[src/rtl/mdu_seq.sv]
// mdu_seq: iterative shift-add multiplier / restoring divider, WIDTH+1 cycle latency.
// Optional two's-complement mode is enabled by defining MDU_SIGNED_EN.  Rev 1.0
`default_nettype none

module mdu_seq #(
   parameter int WIDTH = 32
) (
   input  logic             clk,
   input  logic             rst_n,
   input  logic             start,
   input  logic [3:0]       ALUop,
   input  logic             signed_op,
   input  logic [WIDTH-1:0] sr,
   input  logic [WIDTH-1:0] tg,
   output logic             busy,
   output logic             done,
   output logic [WIDTH-1:0] result1,
   output logic [WIDTH-1:0] result2,
   output logic             DZ
);

   localparam int              CNT_W    = (WIDTH > 1) ? $clog2(WIDTH) : 1;
   localparam logic [CNT_W-1:0] CNT_LAST = CNT_W'(WIDTH - 1);

   typedef enum logic [1:0] {
      IDLE = 2'd0,
      RUN  = 2'd1,
      DONE = 2'd2
   } state_t;

   state_t               state_q, state_d;
   logic                 init_q, init_d;
   logic                 dzp_q, dzp_d;
   logic [CNT_W-1:0]     cnt_q, cnt_d;
   logic                 is_div_q, is_div_d;
   logic [WIDTH-1:0]     sr_q, sr_d;
   logic [WIDTH-1:0]     tg_q, tg_d;
   logic [2*WIDTH-1:0]   acc_q, acc_d;
   logic [WIDTH-1:0]     op_b_q, op_b_d;
   logic [WIDTH:0]       rem_q, rem_d;
   logic [WIDTH-1:0]     result1_q, result1_d;
   logic [WIDTH-1:0]     result2_q, result2_d;
   logic                 dz_q, dz_d;

   logic                 accept;
   logic [WIDTH-1:0]     abs_sr, abs_tg;
   logic [WIDTH:0]       sum, shifted, trial;
   logic [2*WIDTH-1:0]   prod_nx, p_fix;
   logic [WIDTH-1:0]     q_nx, q_fix, r_fix;
   logic [WIDTH:0]       rem_nx;

   assign accept = start && (ALUop == 4'd3 || ALUop == 4'd4) && (state_q != RUN) && !dzp_q;

`ifdef MDU_SIGNED_EN
   logic signed_q;
   logic sr_neg, tg_neg;

   always_ff @(posedge clk or negedge rst_n) begin
      if (!rst_n)      signed_q <= 1'b0;
      else if (accept) signed_q <= signed_op;
   end

   assign sr_neg = signed_q & sr_q[WIDTH-1];
   assign tg_neg = signed_q & tg_q[WIDTH-1];
   assign abs_sr = sr_neg ? -sr_q : sr_q;
   assign abs_tg = tg_neg ? -tg_q : tg_q;
`else
   logic unused_signed_op;
   assign unused_signed_op = signed_op;
   assign abs_sr = sr_q;
   assign abs_tg = tg_q;
`endif

   // Multiply step: add multiplicand into the high half when the current multiplier bit is set.
   assign sum     = {1'b0, acc_q[2*WIDTH-1:WIDTH]} + (acc_q[0] ? {1'b0, op_b_q} : '0);
   assign prod_nx = {sum, acc_q[WIDTH-1:1]};

   // Divide step: a set MSB of the trial difference means it went negative, so restore.
   assign shifted = {rem_q[WIDTH-1:0], acc_q[WIDTH-1]};
   assign trial   = shifted - {1'b0, op_b_q};
   assign q_nx    = {acc_q[WIDTH-2:0], ~trial[WIDTH]};
   assign rem_nx  = trial[WIDTH] ? shifted : trial;

   always_ff @(posedge clk or negedge rst_n) begin
      if (!rst_n) begin
         state_q   <= IDLE;
         init_q    <= 1'b0;
         dzp_q     <= 1'b0;
         cnt_q     <= '0;
         is_div_q  <= 1'b0;
         sr_q      <= '0;
         tg_q      <= '0;
         acc_q     <= '0;
         op_b_q    <= '0;
         rem_q     <= '0;
         result1_q <= '0;
         result2_q <= '0;
         dz_q      <= 1'b0;
      end else begin
         state_q   <= state_d;
         init_q    <= init_d;
         dzp_q     <= dzp_d;
         cnt_q     <= cnt_d;
         is_div_q  <= is_div_d;
         sr_q      <= sr_d;
         tg_q      <= tg_d;
         acc_q     <= acc_d;
         op_b_q    <= op_b_d;
         rem_q     <= rem_d;
         result1_q <= result1_d;
         result2_q <= result2_d;
         dz_q      <= dz_d;
      end
   end

   always_comb begin
      state_d   = state_q;
      init_d    = init_q;
      dzp_d     = dzp_q;
      cnt_d     = cnt_q;
      is_div_d  = is_div_q;
      sr_d      = sr_q;
      tg_d      = tg_q;
      acc_d     = acc_q;
      op_b_d    = op_b_q;
      rem_d     = rem_q;
      result1_d = result1_q;
      result2_d = result2_q;
      dz_d      = dz_q;
      p_fix     = prod_nx;
      q_fix     = q_nx;
      r_fix     = rem_nx[WIDTH-1:0];
`ifdef MDU_SIGNED_EN
      if (sr_neg ^ tg_neg) begin
         p_fix = -prod_nx;
         q_fix = -q_nx;
      end
      if (sr_neg) r_fix = -rem_nx[WIDTH-1:0];
`endif

      case (state_q)
         RUN: begin
            if (init_q) begin
               // Conditioning cycle: load magnitudes before the first iteration.
               init_d = 1'b0;
               rem_d  = '0;
               if (is_div_q) begin
                  acc_d  = {{WIDTH{1'b0}}, abs_sr};
                  op_b_d = abs_tg;
               end else begin
                  acc_d  = {{WIDTH{1'b0}}, abs_tg};
                  op_b_d = abs_sr;
               end
            end else begin
               if (is_div_q) begin
                  acc_d[WIDTH-1:0] = q_nx;
                  rem_d            = rem_nx;
               end else begin
                  acc_d = prod_nx;
               end
               if (cnt_q == CNT_LAST) begin
                  state_d   = DONE;
                  result1_d = is_div_q ? q_fix : p_fix[WIDTH-1:0];
                  result2_d = is_div_q ? r_fix : p_fix[2*WIDTH-1:WIDTH];
               end else begin
                  cnt_d = cnt_q + CNT_W'(1);
               end
            end
         end
         default: begin
            state_d = IDLE;
            if (dzp_q) begin
               dzp_d     = 1'b0;
               state_d   = DONE;
               result1_d = '1;
               result2_d = sr_q;
               dz_d      = 1'b1;
            end else if (accept) begin
               sr_d     = sr;
               tg_d     = tg;
               is_div_d = (ALUop == 4'd4);
               dz_d     = 1'b0;
               cnt_d    = '0;
               // Zero divisor waits one non-busy cycle in IDLE, then reports DONE.
               if (ALUop == 4'd4 && tg == '0) begin
                  dzp_d = 1'b1;
               end else begin
                  state_d = RUN;
                  init_d  = 1'b1;
               end
            end
         end
      endcase
   end

   assign busy    = (state_q == RUN);
   assign done    = (state_q == DONE);
   assign result1 = result1_q;
   assign result2 = result2_q;
   assign DZ      = dz_q;

endmodule

`default_nettype wire

[config.mk]
export PLATFORM = sky130hd
export DESIGN_NAME = mdu_seq
export DESIGN_NICKNAME = d
export VERILOG_FILES = /design/src/rtl/mdu_seq.sv
export SDC_FILE = /design/constraint.sdc
export NUM_CORES = 1
export LEC_CHECK = 0
export BUFFER_PORTS_ARGS = -buffer_cell sky130_fd_sc_hd__buf_2
export CAP_MARGIN = 20
export CORE_UTILIZATION = 25
export CTS_CLUSTER_SIZE = 25
export DETAILED_ROUTE_END_ITERATION = 16
export SLEW_MARGIN = 20
export SYNTH_ARGS = -nofsm -noshare
export SYNTH_HDL_FRONTEND = slang
export SYNTH_SLANG_ARGS = --single-unit
export TNS_END_PERCENT = 100
[constraint.sdc]
create_clock -name clk -period 8.85 [get_ports clk]
set_input_delay 0.885 -clock clk [delete_from_list [all_inputs] [get_ports clk]]
set_output_delay 0.885 -clock clk [all_outputs]
set_load 0.1 [all_outputs]
* Word-level counts from Yosys, hierarchy flattened
Cells that the tools add are included.
Cells by class: bitwise gates (word level) 3, $lt $le $gt $ge 0, shift operators 0, $mul 0, equality and inequality tests 12, divide/modulo/power cells 0, mux-type cells 38, reductions and logical operators 20, add/subtract/negate cells 3
Operators by type and width (number):
- $mux W32 | 17
- $mux W64 | 1
- $add A32 B32 Y33 | 1
- $sub A33 B32 Y33 | 1
- $logic_not A32 Y1 | 1
- $mux W5 | 5
- $mux W1 | 11
- $ne A2 B2 Y1 const B | 5
- $reduce_and A2 Y1 | 5
- $reduce_and A3 Y1 | 3
- $mux W2 | 4
- $reduce_bool A2 Y1 | 4
- $add A5 B1 Y5 const B | 1
- $eq A5 B5 Y1 const B | 1
- $eq A4 B2 Y1 const B | 1
- $eq A4 B3 Y1 const B | 1
- $logic_and A1 B1 Y1 | 4
- $ne A2 B1 Y1 const B | 2
- $reduce_and A4 Y1 | 1
- $not A1 Y1 | 3
- $eq A2 B1 Y1 const B | 1
- $eq A2 B2 Y1 const B | 1
- $logic_not A1 Y1 | 1
- $logic_or A1 B1 Y1 | 1
Word-level totals: memories kept 0, logic and storage cells 90, register bits 267, latch bits 0, bits of input ports 72, ROM bits 0, RAM bits 0, output and inout bits 67

* Longest topological paths before layout
depth in word-level cells 8, mapped depth 14, depth with buffers taken out 12

* Worst setup path before layout
Ideal clock, no wire load.
path kind register -> register, start reg acc_q[31], end reg acc_q[0], setup slack 5695 ps, setup time 125 ps, stages on the path, launching flop included 13, buffers on the path 0, data required time 8725 ps, data arrival time 3030 ps, clock period less this slack 3155 ps, cells stage by stage dfrtp_1 > inv_1 > ha_1 > fa_1 > nand2b_1 > a211o_1 > a21oi_1 > a21oi_2 > a211oi_4 > o21a_4 > nor2_4 > mux4_2 > mux2_2
Between the ends: word-level cells in the longest chain between the ends 4
Ends and longest elaborated chain:
- start: declaration | line 38 | logic [2*WIDTH-1:0] acc_q, acc_d;
- start signal: assignment | line 93 | acc_q <= '0;
- start signal: assignment | line 107 | acc_q <= acc_d;
- $sub A33 B32 Y33 | line 80 | assign trial = shifted - {1'b0, op_b_q};
- $not A1 Y1 | line 81 | assign q_nx = {acc_q[WIDTH-2:0], ~trial[WIDTH]};
- $mux W32 | line 155 | if (is_div_q) begin
- $mux W64 | line 143 | if (init_q) begin
Every way passes these cells. A chain may end at the register's enable or synchronous reset.

* Worst setup path in the final report
start reg acc_q[31], end reg result2_q[21] (netlist: result2[21])
Between the ends: word-level cells in the longest chain between the ends 6
Ends and longest elaborated chain:
- $sub A33 B32 Y33 | line 80
- $mux W32 | line 82 | assign rem_nx = trial[WIDTH] ? shifted : trial;
- $mux W32 | line 164 | result2_d = is_div_q ? r_fix : p_fix[2*WIDTH-1:WIDTH];
- $mux W32 | line 161 | if (cnt_q == CNT_LAST) begin
- $mux W32 | line 143
- $mux W32 | line 141 | case (state_q)
- end signal: assignment | line 111 | result2_q <= result2_d;
- end: declaration | line 42 | logic [WIDTH-1:0] result2_q, result2_d;
Every way passes these cells. The select of a mux whose other input is x is not followed.

==> results.py <==
metrics = {
    "routing": {
        "post_drt_wl_per_cell_um": 19.3,
        "drt_drc_violations_left": 0,
        "num_vias": 13300,
        "firstDrtPassIters": 5,
        "ant_nets": 0,
        "wl_um": 50100,
        "drt_iter0_drc": 1175,
        "post_drt_via_cell_ratio": 5.12,
    },
    "clocking": {
        "root_buffer": "clkbuf_16",
        "cts_tree": "yes",
        "cts_resized": 0,
        "cts_sinks": 267,
        "clockBufferDepth": 3,
        "cts_hold_buf": 0,
        "clk_pin_slew_ps": 60,
        "cts_made_buffers": 27,
        "clk-insertion-delay-late_ps": 570,
        "cts_setup_buffers": 0,
        "htreeDepth": 1,
    },
    "floorplan": {
        "die_w_um": 255,
        "dieArea_sq_um": 65200,
        "core-area_sq_um": 63200,
        "num_io_pins": 139,
        "die_h_um": 255,
        "num_rows": 92,
        "start_util_pct": 25.4,
    },
    "worst_setup_path": {
        "crit_path_max_fanout": 21,
        "critPathSlowestCell": "dfrtp_1",
        "critPathLaunchType": "flop",
        "crit_family": "compound AO/OA/AOI/OAI gates",
        "end_kind": "flop",
        "crit_type": "flop to flop",
        "cpPeakStageDelay_ps": 540,
        "worstPathCellList": "inv_1 > ha_1 > fa_1 > nand2b_1 > a211o_1 > a21oi_1 > a21oi_2 > a211oi_4 > or3_1 > buf_4 > nand2_1 > a211oi_1 > o21ai_1",
        "critPathBufInv": 2,
        "critPathArrivalTime_ps": 4870,
        "critical_path_required_ps": 9270,
    },
    "timing": {
        "rsz0062_at_grt": "false",
        "drv_slew": 0,
        "finalHoldViolations": 0,
        "fin_crit_sh_pct": 50.3,
        "setup_violations": 0,
        "tightest_slew_ps": 1100,
        "finalSetupTns_ps": 0,
        "fmax_mhz": 225,
        "finalClockSkew_ps": 32.5,
        "slew-limit-headroom_pct": 26.3,
        "fin_crit_ps": 4450,
    },
    "global_routing": {
        "met1_usage_pct": 21.8,
        "grt_max_degree": 153,
        "grt-ovfl-total": 0,
        "antenna_found_initial": 6,
        "grt_use_met2_pct": 23.0,
        "grtUsageTotal_pct": 15.0,
        "grt.busiest_layer": "met2",
        "grt_pass1_wl_um": 78400,
        "grt_pass1_vias": 13000,
        "use_met3_pct": 2.27,
    },
    "place": {
        "globalplace.congestion": 0.921,
        "dp_hpwl_um": 36800,
        "dp_cells": 2549,
        "portBuffers": 137,
    },
    "min_path": {
        "holdCritPathClass": "input port to asynchronous set/reset pin",
    },
    "logic_synthesis": {
        "synth-edff-count": 0,
        "yosys_warnings": 0,
        "synth_area_per_cell_sq_um": 9.69,
        "ys_types": 77,
        "synth.largest_area_cell": "dfrtp_1",
        "yosysTopAreaCellShare_pct": 41.6,
        "async_reset_ff_share_pct": 100,
        "syn-cell-area_sq_um": 16000,
        "synth_seq_cells": 267,
        "syn_inst": 1656,
        "synth_fp_nets": 1796,
        "ys.flop_type": "dfrtp_1",
        "synthTopCellsByArea": "dfrtp_1 42%, ha_1 5.1%, nand2_1 4.9%",
        "yosysSeqAreaShare_pct": 41.6,
    },
    "job": {
        "max_cap_viol_count": 0,
    },
    "final_layout": {
        "mostFrequentLayoutCells": "264 x dfrtp_1, 208 x nand2_1, 136 x buf_2",
        "drive_gt1_share_pct": 19.1,
        "layout_commonest_cell": "dfrtp_1",
        "fin_nets": 1872,
        "final_cells": 2599,
        "diodes": 0,
        "fill_cells": 6584,
        "area_delta_synth_final_pct": 15.8,
    },
    "outcome": {
        "status": "finished clean",
    },
}
-- per-stage QoR --
stage / utilization, % / hold WS (ps) / area [sq um] / setup slack, ps
after floorplan: - / 445 / 16000 / 5700
after global placement: 27.8 / 464 / 17600 / 4610
after detailed placement: 27.8 / 474 / 17600 / 4570
after CTS: 29.4 / 446 / 18600 / 4500
after global routing: 29.4 / 472 / 18600 / 4160
final: 29.4 / 406 / 18600 / 4400
-- layer usage --
layer	routed length [um]	vias to the layer above	share of wire [%]
met4	1390	2	2.8
met5	13	-	0.026
met1	23300	6650	47
li1	-	6154	-
met3	2880	87	5.7
met2	22500	410	45
-- Yosys cell counts, drive strengths merged, types with 13 or more instances --
master,instances
buf,23
xor2,23
nor3,13
mux2,65
nor2,93
ha,66
xnor2,33
mux2i,66
a21oi,111
inv,49
nand2,211
a211oi,17
and2,40
nand4,13
o31ai,19
a22o,31
clkbuf,84
dfrtp,267
a221o,13
a21o,38
a31oi,38
and3,38
o21a,13
nand3,28
mux4,32
o21ai,121
-- kinds of logic (layout without fill, tap and decap cells) --
kind of cell | Yosys count | in the layout | share of synthesized area (%)
compound gates | 461 | 461 | 18.9
mux | 163 | 163 | 13.2
simple gates | 484 | 484 | 14.0
buf+inv | 157 | 254 | 3.85
xor+xnor | 56 | 56 | 3.06
fa+ha+maj | 68 | 68 | 5.40
flops | 267 | 267 | 41.6
-- registers in the layout, summed over array words and instances (netlist names), 2 cells and up --
signal / cells
result1: 32
result2: 32
op_b_q: 32
abs_sr: 32
cnt_q: 5
abs_tg: 32
acc_q: 64
rem_q: 32
state_q: 2
-- worst reg2reg max path: stages (launching register included) --
cell      delay [ps]
dfrtp_1          540
inv_1            130
ha_1             270
fa_1             410
nand2b_1         210
a211o_1          320
a21oi_1          380
a21oi_2          220
a211oi_4         370
or3_1            260
buf_4            310
nand2_1          370
a211oi_1         390
o21ai_1          110
-- worst paths after layout --
check / slack (ps) / from / depth (start not counted) / to
max in group asynchronous: 6950 / rst_n / 2 / is_div_q$_DFFE_PN0P_
setup reg to reg: 4400 / acc_q[31]$_DFFE_PN0P_ / 13 / result2[21]$_DFFE_PN0P_
min in group clk: 500 / acc_q[63]$_DFFE_PN0P_ / 2 / acc_q[63]$_DFFE_PN0P_
hold reg to reg: 500 / acc_q[63]$_DFFE_PN0P_ / 2 / acc_q[63]$_DFFE_PN0P_
hold / removal: 410 / rst_n / 1 / result2[8]$_DFFE_PN0P_
setup / recovery: 4400 / acc_q[31]$_DFFE_PN0P_ / 13 / result2[21]$_DFFE_PN0P_
-- area by class of cell --
class	instances	area, sq um	area share, %
sequential	267	6690	36.0
clock inverter	18	287	1.54
tap	846	1060	5.70
timing repair buffer	154	836	4.50
multi-input combinational	1232	8800	47.4
inverter	50	188	1.01
clock buffer	32	724	3.90
Power is not shown: default switching activity piles up to over one toggle a cycle in this logic, so the estimate is an artifact.
